<file path="src/rtl/cache_ctrl_pkg.sv">
// Shared address-field constants and request record for the cache controller.
package cache_ctrl_pkg;

    localparam int ADDR_WIDTH          = 32;
    localparam int TAG_BITS            = 23;
    localparam int SET_INDEX_WIDTH     = 5;
    localparam int ELEMENT_WORDS_WIDTH = 2;
    localparam int LINE_WORDS          = 4;

    // Width code used for whole-word moves between cache and memory
    localparam logic [2:0] UBHW_WORD = 3'b010;

    typedef logic [TAG_BITS-1:0]            tag_t;
    typedef logic [SET_INDEX_WIDTH-1:0]     index_t;
    typedef logic [ELEMENT_WORDS_WIDTH-1:0] word_t;

    // One CPU access, captured when it is accepted
    typedef struct packed {
        logic                  we;
        logic [ADDR_WIDTH-1:0] addr;
        logic [2:0]            u_b_h_w;
        logic [31:0]           din;
    } req_t;

    // Word-aligned address of word w of the line (tag, index)
    function automatic logic [ADDR_WIDTH-1:0] line_word_addr(
        input tag_t   tag,
        input index_t index,
        input word_t  w
    );
        return {tag, index, w, 2'b00};
    endfunction

endpackage

</file>
<file path="src/rtl/cache_ctrl.sv">
// Controller for a 2-way set-associative write-back, write-allocate cache.
// Handles one CPU access at a time; misses write back a dirty LRU victim,
// refill the line word by word from memory, then replay the access.
module cache_ctrl
    import cache_ctrl_pkg::*;
(
    input  logic        clk,
    input  logic        rst,
    input  logic        cpu_req,
    input  logic        cpu_we,
    input  logic [31:0] cpu_addr,
    input  logic [2:0]  cpu_u_b_h_w,
    input  logic [31:0] cpu_din,
    output logic [31:0] cpu_dout,
    output logic        cpu_ready,
    output logic        cpu_stall,
    output logic [31:0] cache_addr,
    output logic        cache_load,
    output logic        cache_edit,
    output logic        cache_store,
    output logic        cache_invalid,
    output logic [2:0]  cache_u_b_h_w,
    output logic [31:0] cache_din,
    input  logic        cache_hit,
    input  logic        cache_valid,
    input  logic        cache_dirty,
    input  logic [22:0] cache_tag,
    input  logic [31:0] cache_dout,
    output logic        mem_cs,
    output logic        mem_we,
    output logic [31:0] mem_addr,
    output logic [31:0] mem_din,
    input  logic [31:0] mem_dout,
    input  logic        mem_ack
);

    localparam logic [2:0] S_IDLE   = 3'd0;
    localparam logic [2:0] S_LOOKUP = 3'd1;
    localparam logic [2:0] S_CHECK  = 3'd2;
    localparam logic [2:0] S_WB_RD  = 3'd3;
    localparam logic [2:0] S_WB_WR  = 3'd4;
    localparam logic [2:0] S_REFILL = 3'd5;

    localparam word_t LAST_WORD = word_t'(LINE_WORDS - 1);

    logic [2:0]  state;
    req_t        req;
    word_t       word_cnt;
    tag_t        victim_tag;
    logic [31:0] wb_buf;
    logic        wb_entry;

    tag_t   req_tag;
    index_t req_index;

    assign req_tag       = req.addr[31:9];
    assign req_index     = req.addr[8:4];
    assign cache_invalid = 1'b0;
    assign cpu_stall     = (state != S_IDLE);

    // Sequencing of lookup, write-back and refill, plus request/victim capture
    always_ff @(posedge clk) begin
        if (rst) begin
            state      <= S_IDLE;
            req        <= '0;
            word_cnt   <= '0;
            victim_tag <= '0;
            wb_buf     <= '0;
            wb_entry   <= 1'b0;
        end else begin
            case (state)
                S_IDLE: begin
                    if (cpu_req) begin
                        req   <= '{we: cpu_we, addr: cpu_addr, u_b_h_w: cpu_u_b_h_w, din: cpu_din};
                        state <= S_LOOKUP;
                    end
                end
                S_LOOKUP: begin
                    state <= S_CHECK;
                end
                S_CHECK: begin
                    if (cache_hit) begin
                        state <= S_IDLE;
                    end else begin
                        victim_tag <= cache_tag;
                        word_cnt   <= '0;
                        state      <= (cache_valid && cache_dirty) ? S_WB_RD : S_REFILL;
                    end
                end
                S_WB_RD: begin
                    wb_entry <= 1'b1;
                    state    <= S_WB_WR;
                end
                S_WB_WR: begin
                    wb_entry <= 1'b0;
                    if (wb_entry) begin
                        wb_buf <= cache_dout;
                    end
                    if (mem_ack) begin
                        word_cnt <= word_cnt + word_t'(1);
                        state    <= (word_cnt == LAST_WORD) ? S_REFILL : S_WB_RD;
                    end
                end
                S_REFILL: begin
                    if (mem_ack) begin
                        word_cnt <= word_cnt + word_t'(1);
                        if (word_cnt == LAST_WORD) begin
                            state <= S_LOOKUP;
                        end
                    end
                end
                default: begin
                    state <= S_IDLE;
                end
            endcase
        end
    end

    // Cache, memory and CPU-side outputs decoded from the current state
    always_comb begin
        cpu_dout      = '0;
        cpu_ready     = 1'b0;
        cache_addr    = '0;
        cache_load    = 1'b0;
        cache_edit    = 1'b0;
        cache_store   = 1'b0;
        cache_u_b_h_w = '0;
        cache_din     = '0;
        mem_cs        = 1'b0;
        mem_we        = 1'b0;
        mem_addr      = '0;
        mem_din       = '0;
        case (state)
            S_LOOKUP: begin
                cache_addr    = req.addr;
                cache_u_b_h_w = req.u_b_h_w;
                if (req.we) begin
                    cache_edit = 1'b1;
                    cache_din  = req.din;
                end else begin
                    cache_load = 1'b1;
                end
            end
            S_CHECK: begin
                cpu_ready = cache_hit;
                if (cache_hit && !req.we) begin
                    cpu_dout = cache_dout;
                end
            end
            S_WB_RD: begin
                cache_addr    = line_word_addr(req_tag, req_index, word_cnt);
                cache_u_b_h_w = UBHW_WORD;
            end
            S_WB_WR: begin
                cache_addr    = line_word_addr(req_tag, req_index, word_cnt);
                cache_u_b_h_w = UBHW_WORD;
                mem_cs        = 1'b1;
                mem_we        = 1'b1;
                mem_addr      = line_word_addr(victim_tag, req_index, word_cnt);
                mem_din       = wb_entry ? cache_dout : wb_buf;
            end
            S_REFILL: begin
                cache_addr    = line_word_addr(req_tag, req_index, word_cnt);
                cache_u_b_h_w = UBHW_WORD;
                mem_cs        = 1'b1;
                mem_addr      = line_word_addr(req_tag, req_index, word_cnt);
                if (mem_ack) begin
                    cache_store = 1'b1;
                    cache_din   = mem_dout;
                end
            end
            default: begin
            end
        endcase
    end

endmodule
</file>
<file path="config.mk">
export PLATFORM = sky130hd
export DESIGN_NAME = cache_ctrl
export DESIGN_NICKNAME = d
export VERILOG_FILES = /design/src/rtl/cache_ctrl_pkg.sv /design/src/rtl/cache_ctrl.sv
export SDC_FILE = /design/constraint.sdc
export NUM_CORES = 1
export LEC_CHECK = 0
export CAP_MARGIN = 40
export CORE_MARGIN = 3
export CORE_UTILIZATION = 37
export CTS_BUF_LIST = sky130_fd_sc_hd__clkbuf_4 sky130_fd_sc_hd__clkbuf_8
export CTS_CLUSTER_DIAMETER = 80
export DETAILED_ROUTE_END_ITERATION = 10
export GPL_TIMING_DRIVEN = 0
export HOLD_SLACK_MARGIN = 0.05
export PLACE_DENSITY_LB_ADDON = 0.25
export SYNTH_ARGS = -nofsm -noshare
export SYNTH_HDL_FRONTEND = slang
export SYNTH_SLANG_ARGS = --single-unit
</file>
<file path="constraint.sdc">
create_clock -name clk -period 1.5 [get_ports clk]
set_input_delay 0.3 -clock clk [delete_from_list [all_inputs] [get_ports clk]]
set_output_delay 0.3 -clock clk [all_outputs]
set_load 0.03 [all_outputs]
</file>
==> results of run 1 <==
kinds of logic (layout without fill, tap and decap cells):
logic type	count (synthesis)	in the layout	share of synthesized area [%]
buffers and inverters	81	474	5.95
multiplexers	58	58	9.09
AO/OA/AOI/OAI	173	173	15.9
adder cells (fa/ha/maj)	1	1	0.196
AND/OR/NAND/NOR	404	404	28.4
flip-flops	129	129	40.4
other	1	3	0.0587
worst max-delay path, stage by stage, from the launching register on:
cell and delay, ns:
dfxtp_4 0.36, buf_8 0.13, nor2_4 0.10, and4b_4 0.31, buf_6 0.15, clkbuf_16 0.14, and2_4 0.14, buf_6 0.12
metal layers:
layer,global-route usage (%),vias to the layer above
li1,-,3562
met1,28.5,3464
met2,45.7,303
met3,9.82,35
met4,7.54,0
met5,0,-
power by group:
group / switching [mW] / total (mW) / leakage, nW / internal [mW]
sequential: 0.153 / 3.77 / 1.05 / 3.61
combinational: 1.21 / 2.49 / 3.51 / 1.28
clock: 1.33 / 2.94 / 0.203 / 1.60
total: 2.70 / 9.20 / 4.77 / 6.50
final timing paths:
path | start | to | slack (ns) | cells past startpoint
worst max register to register | state[0] | victim_tag[9] | -0.52 | 7
worst min register to register | req[35] | req[35] | 0.45 | 2
worst max-delay path | state[0] | cpu_dout[29] | -0.71 | 7
worst min-delay path | cache_tag[5] | victim_tag[5] | 0.39 | 3
layout make-up:
class	instances	share of cell area [%]
clock buffer	23	2.40
clock inverter	7	0.702
buffer	75	6.21
inverter	3	0.134
timing repair buffer	366	31.6
sequential	129	21.4
tap	220	2.27
multi-input combinational	639	35.3
flip-flops by register name, summed over array words and instances (netlist names):
| signal | count |
|---|---|
| req | 68 |
| wb_entry | 1 |
| victim_tag | 23 |
| wb_buf | 32 |
| word_cnt | 2 |
| state | 3 |
timing repair:
action | CTS | global route
pin swaps | 14 | 47
gates resized for setup | 931 | 271
buffers inserted | 11 | 15
endpoints found under the setup margin | 295 | 296
gates cloned | 3 | 8
placed cells by master, fill, tap and decap left out, types with 7 or more instances in the layout:
cell             netlist  final
clkbuf_8               0     26
nor2_2                 0     17
dfxtp_1              129    126
clkdlybuf4s50_1        0    161
clkbuf_1              44     24
a22o_4                 0     31
nand2_1              249    249
buf_12                 0     15
mux2i_1               58     44
nor2_1                58      7
buf_2                 25     18
nor2_4                 0     34
clkbuf_16              0      9
buf_4                  4     39
clkbuf_4               0     14
and2_1                72      7
buf_8                  0     13
and2_2                 0     29
buf_6                  4    124
a21oi_1              128    126
clkdlybuf4s15_2        0     14
and2_4                 0     36
mux2i_2                0     11
==> results.tsv, run 1 <==
stage	metric	value	unit
routing	first_pass_iters	5	
finish	multi_input_area	4290	um2
sta	timing.fmax	452	MHz
clock_tree	cts_max_level	4	
clock_tree	cts_tree	done	
worst_setup_path	crit_required	1.20	ns
clock_tree	insertion_delay	0.46	ns
clock_tree	cts.sinks	129	
finish	areaGrowthSynthToFinish	89.8	%
synthesis	avgSynthCellArea	7.54	um2
power_and_ir_drop	p_leak	4.77	nW
sta	period_minus_slack	2.21	ns
worst_setup_path	path_max_fanout	5	
floorplanning	num_io_pins	333	
routing	drt_wl_total	26.2	mm
synthesis	yosysMostFrequentCell	nand2_1	
placed_design	dp_hpwl	18.4	mm
synthesis	ys_seq_elements	129	
synthesis	synthArstFlopShare	0	%
placed_design	pre_cts_ws	-1.24	ns
synthesis	synth_top_area_share	40.4	%
floorplanning	die_h	137	um
routing	routed_via_density	5.04	
floorplanning	core-area	16800	um2
synthesis	ys_seq_area_share	40.4	%
finish	seq_area	2590	um2
routing	drc_errors	0	
worst_setup_path	critPathLaunchType	flip-flop	
sta	setup_violations	295	
global_route	grt_pass1_vias	7081	
sta	fin_skew	0.0114	ns
sta	maxSlewHeadroom	53.2	%
sta	tightest_slew	0.701	ns
placed_design	io_buffer_count	329	
run	cap_violations	0	
routing	drtIter0Drc	336	
sta	hold_viol_final	0	
global_route	track_usage	25.7	%
worst_hold_path	hp-class	input pin to flip-flop	
finish	drive_above_1_share	37.3	%
global_route	overflow	0	
power_and_ir_drop	ir_worst_vdd	528	uV
sta	fin_hold_ws	0.386	ns
outcome	outcome	finished, violations left	
synthesis	yosys.area.top_type	dfxtp_1	
clock_tree	hold_buffers	0	
synthesis	yosys_warnings	0	
worst_setup_path	end_kind	primary output	
clock_tree	cts_buffer_depth	2	
synthesis	syn-instance-count	847	
outcome	failed_checks	negative setup slack	
synthesis	synth_edf_count	0	
synthesis	ys_types	42	
synthesis	synth_top_cells_by_area	dfxtp_1 (40%), nand2_1 (15%), a21oi_1 (10%)	
sta	worst_slack	-0.713	ns
routing	ant_nets	0	
floorplanning	dieArea	18900	um2
finish	fillers	1309	
clock_tree	cts_buffers	17	
routing	top_layer	met4	
clock_tree	root_buffer	clkbuf_8	
synthesis	synthFlopType	dfxtp_1	
finish	diodes	0	
synthesis	ys_top_cells_by_count	nand2_1 (249), dfxtp_1 (129), a21oi_1 (128), and2_1 (72)	
placed_design	gp_congestion	0.834	
sta	slew_violations	0	
routing	wl_met1	9.62	mm
routing	met3_wirelength	2.36	mm
finish	fin_util	72.4	%
placed_design	dp_cells	1398	
routing	wl_per_cell	17.9	um
sta	setup-tns-final	-149.33	ns
placed_design	dpl_cell_area	10900	um2
floorplanning	die_w	137	um
synthesis	syn_area	6390	um2
global_route	antenna_found_initial	0	
worst_setup_path	critPathArrivalTime	1.91	ns
power_and_ir_drop	power.total	9.20	mW
finish	stdcell_count	1462	
finish	fin_nets	1394	
clock_tree	clkTransAtPathRegs	0.08	ns
floorplanning	initial_core_util	38.1	%
finish	final_area	12100	um2
sta	rsz0062_at_grt	true	
global_route	grt_max_degree	17	
routing	wl_met2	13.7	mm
floorplanning	num_rows	47	
global_route	grt_pass1_wl	37.4	mm
routing	vias	7364	
sta	min_period_over_period	148	%
worst_setup_path	crit_type	flip-flop to primary output	
power_and_ir_drop	power.density	758	nW/um2
Note: power is estimated with default switching activity, not from simulation.
==> run 2, diff against run 1 <==
- CORE_AREA: default -> 3 3 129 131
- CORE_MARGIN: 3 -> default
- CORE_UTILIZATION: 37 -> default
- DIE_AREA: default -> 0 0 132 134
- clock period: 1.5 -> 2.74 ns (I/O delays scaled with it)
==> results.tsv, run 2 (synthesized netlist as in run 1, its figures left out) <==
stage	metric	value	unit
clock_tree	cts_buffer_depth	2	
finish	largest_register	req	
outcome	outcome	complete, no violations	
floorplanning	initial_core_util	40.7	%
finish	fin_nets	1359	
worst_setup_path	crit_type	flip-flop to primary output	
worst_hold_path	holdPathEnd	req[32]	
routing	vias	7080	
worst_setup_path	ff2ff_setup_slack	0.76	ns
global_route	grt_use_met1	30.2	%
worst_setup_path	critical_path_buf_inv_count	4	
placed_design	dp_cells	1394	
finish	stdcell_count	1425	
sta	setup_violations	0	
power_and_ir_drop	power.total	5.12	mW
clock_tree	cts_buffers	17	
power_and_ir_drop	seq_power_share	39.9	%
floorplanning	core-area	15700	um2
sta	tightest_slew	0.689	ns
global_route	antenna_found_initial	0	
clock_tree	cts.sinks	129	
finish	top_regs	req x68, wb_buf x32, victim_tag x23	
sta	slew_violations	0	
worst_setup_path	crit_slowest_cell	clkbuf_1	
worst_setup_path	crit_path_cell_trace	buf_6 -> nand2b_1 -> buf_2 -> clkbuf_1 -> nor2_1 -> dlygate4sd2_1	
sta	maxSlewHeadroom	54.0	%
finish	layout_commonest_cell	nand2_1	
power_and_ir_drop	ir_worst_vdd	364	uV
clock_tree	clkTransAtPathRegs	0.08	ns
worst_setup_path	rr_worst_depth	6	
worst_setup_path	critPathArrivalTime	2.11	ns
worst_setup_path	r2r_end	req[1]	
sta	setup-tns-final	0	ns
run	cap_violations	0	
routing	drt_wl_total	23.7	mm
floorplanning	die_w	132	um
clock_tree	root_buffer	clkbuf_8	
routing	first_pass_iters	5	
floorplanning	num_io_pins	333	
worst_hold_path	hold_path_depth	2	
finish	fin_util	65.4	%
global_route	grt_max_degree	17	
finish	drive_above_1_share	17.7	%
worst_hold_path	hp-class	flip-flop to flip-flop	
global_route	track_usage	25.9	%
power_and_ir_drop	swShare	27.6	%
finish	final_cell_mix	nand2_1 (249), clkdlybuf4s50_1 (162), a21oi_1 (127), dfxtp_1 (127), and2_1 (71)	
global_route	overflow	0	
power_and_ir_drop	p_clk_share	39.7	%
global_route	grt_pass1_wl	36.4	mm
global_route	grtUsageMet2	45.5	%
worst_setup_path	path_max_fanout	10	
finish	diodes	0	
routing	ant_nets	0	
worst_setup_path	slowest_delay	0.45	ns
clock_tree	cts_max_level	4	
global_route	met3_usage	7.39	%
power_and_ir_drop	power.density	498	nW/um2
global_route	grt.busiest_layer	met2	
routing	routed_via_density	4.97	
worst_hold_path	hp-start	req[32]	
routing	drc_errors	0	
finish	largest_reg_flops	68	
worst_setup_path	end_kind	primary output	
power_and_ir_drop	p_switching	1.41	mW
routing	wl_per_cell	16.6	um
sta	period_minus_slack	2.66	ns
power_and_ir_drop	comb_power_share	20.4	%
placed_design	io_buffer_count	329	
placed_design	gp_congestion	0.806	
floorplanning	die_h	134	um
floorplanning	dieArea	17700	um2
power_and_ir_drop	p_leak	4.12	nW
sta	rsz0062_at_grt	true	
power_and_ir_drop	p_int	3.71	mW
sta	hold_viol_final	0	
placed_design	dp_hpwl	17.8	mm
clock_tree	cts_tree	done	
sta	min_period_over_period	97.0	%
worst_setup_path	crit_required	2.19	ns
worst_setup_path	cp_top_family	buffers and inverters	
sta	fin_skew	0.00675	ns
global_route	grt_pass1_vias	6854	
worst_setup_path	rr_startpoint	state[1]	
sta	timing.fmax	376	MHz
finish	areaGrowthSynthToFinish	60.8	%
routing	drtIter0Drc	305	
floorplanning	num_rows	46	
worst_setup_path	critPathLaunchType	flip-flop	
clock_tree	insertion_delay	0.45	ns
[run 2: changes by cell type in the layout (fill, tap and decap cells not counted), sizes merged, moves of 3 or more]
cell	before	now
bufinv	2	6
dlygate4sd2	4	39
buf	209	77
clkbuf	76	87
clkdlybuf4s15	14	57
dlymetal6s2s	0	3
[run 2: metal layers]
metal / routed length [um] / part of all wire, % / up-vias
met1: 9610 / 41 / 3262
met5: 0 / 0 / -
li1: - / - / 3502
met2: 11700 / 49 / 277
met3: 1710 / 7.2 / 39
met4: 646 / 2.7 / 0
[run 2: final cells by class]
class | count | area (um2)
Buffer | 75 | 432
Clock buffer | 20 | 269
Clock inverter | 12 | 228
Fill cell | 1451 | 5440
Inverter | 3 | 11.3
Multi-Input combinational cell | 639 | 3480
Sequential cell | 129 | 2580
Tap cell | 216 | 270
Timing Repair Buffer | 331 | 3000
[run 2: how the worst max path moves through the flow]
stage                                to      from  cells past startpoint  slack, ns
after CTS                 cache_din[20]  state[2]                      8     -0.006
final                      mem_addr[21]  state[2]                      6       0.08
after detailed placement   cache_din[6]   mem_ack                      6      -0.79
after floorplan           cache_addr[2]  state[2]                      7       0.35
after global placement     cache_din[6]   mem_ack                      6      -0.75
after global routing       mem_addr[21]  state[2]                      6      -0.07
[run 2: worst min-delay path, delay by kind of cell, from the launching register on]
kind / cells / cell delay [ns]
compound gates: 1 / 0.05
flops: 1 / 0.31
simple gates: 1 / 0.05
[run 2: repair_timing]
action | 4_1_cts | 5_1_grt
pin swaps | 2 | 1
cloned | 0 | 0
hold buffers | 0 | 0
gates resized for setup | 420 | 125
buffers inserted | 2 | 0
setup endpoints to repair | 168 | 131
[run 2: per-stage QoR]
| step | hold slack (ns) | cell area (um2) | worst slack (ns) |
|---|---|---|---|
| 2_1_floorplan | 0.432 | 6400 | 0.348 |
| 3_3_place_gp | 0.439 | 9960 | -0.754 |
| 3_5_place_dp | 0.442 | 9960 | -0.787 |
| 4_1_cts | 0.454 | 10500 | -0.00563 |
| 5_1_grt | 0.470 | 10300 | -0.0652 |
| 6_report | 0.450 | 10300 | 0.0820 |
[run 2: power by group through the flow]
stage | logic (mW) | clock network (mW) | registers [mW]
floorplan | 0.544 | 0 | 2.06
global placement | 1.02 | 0 | 2.08
detailed placement | 1.03 | 0 | 2.08
CTS | 1.04 | 2.07 | 2.04
global route | 1.13 | 2.14 | 2.05
finish | 1.05 | 2.03 | 2.04
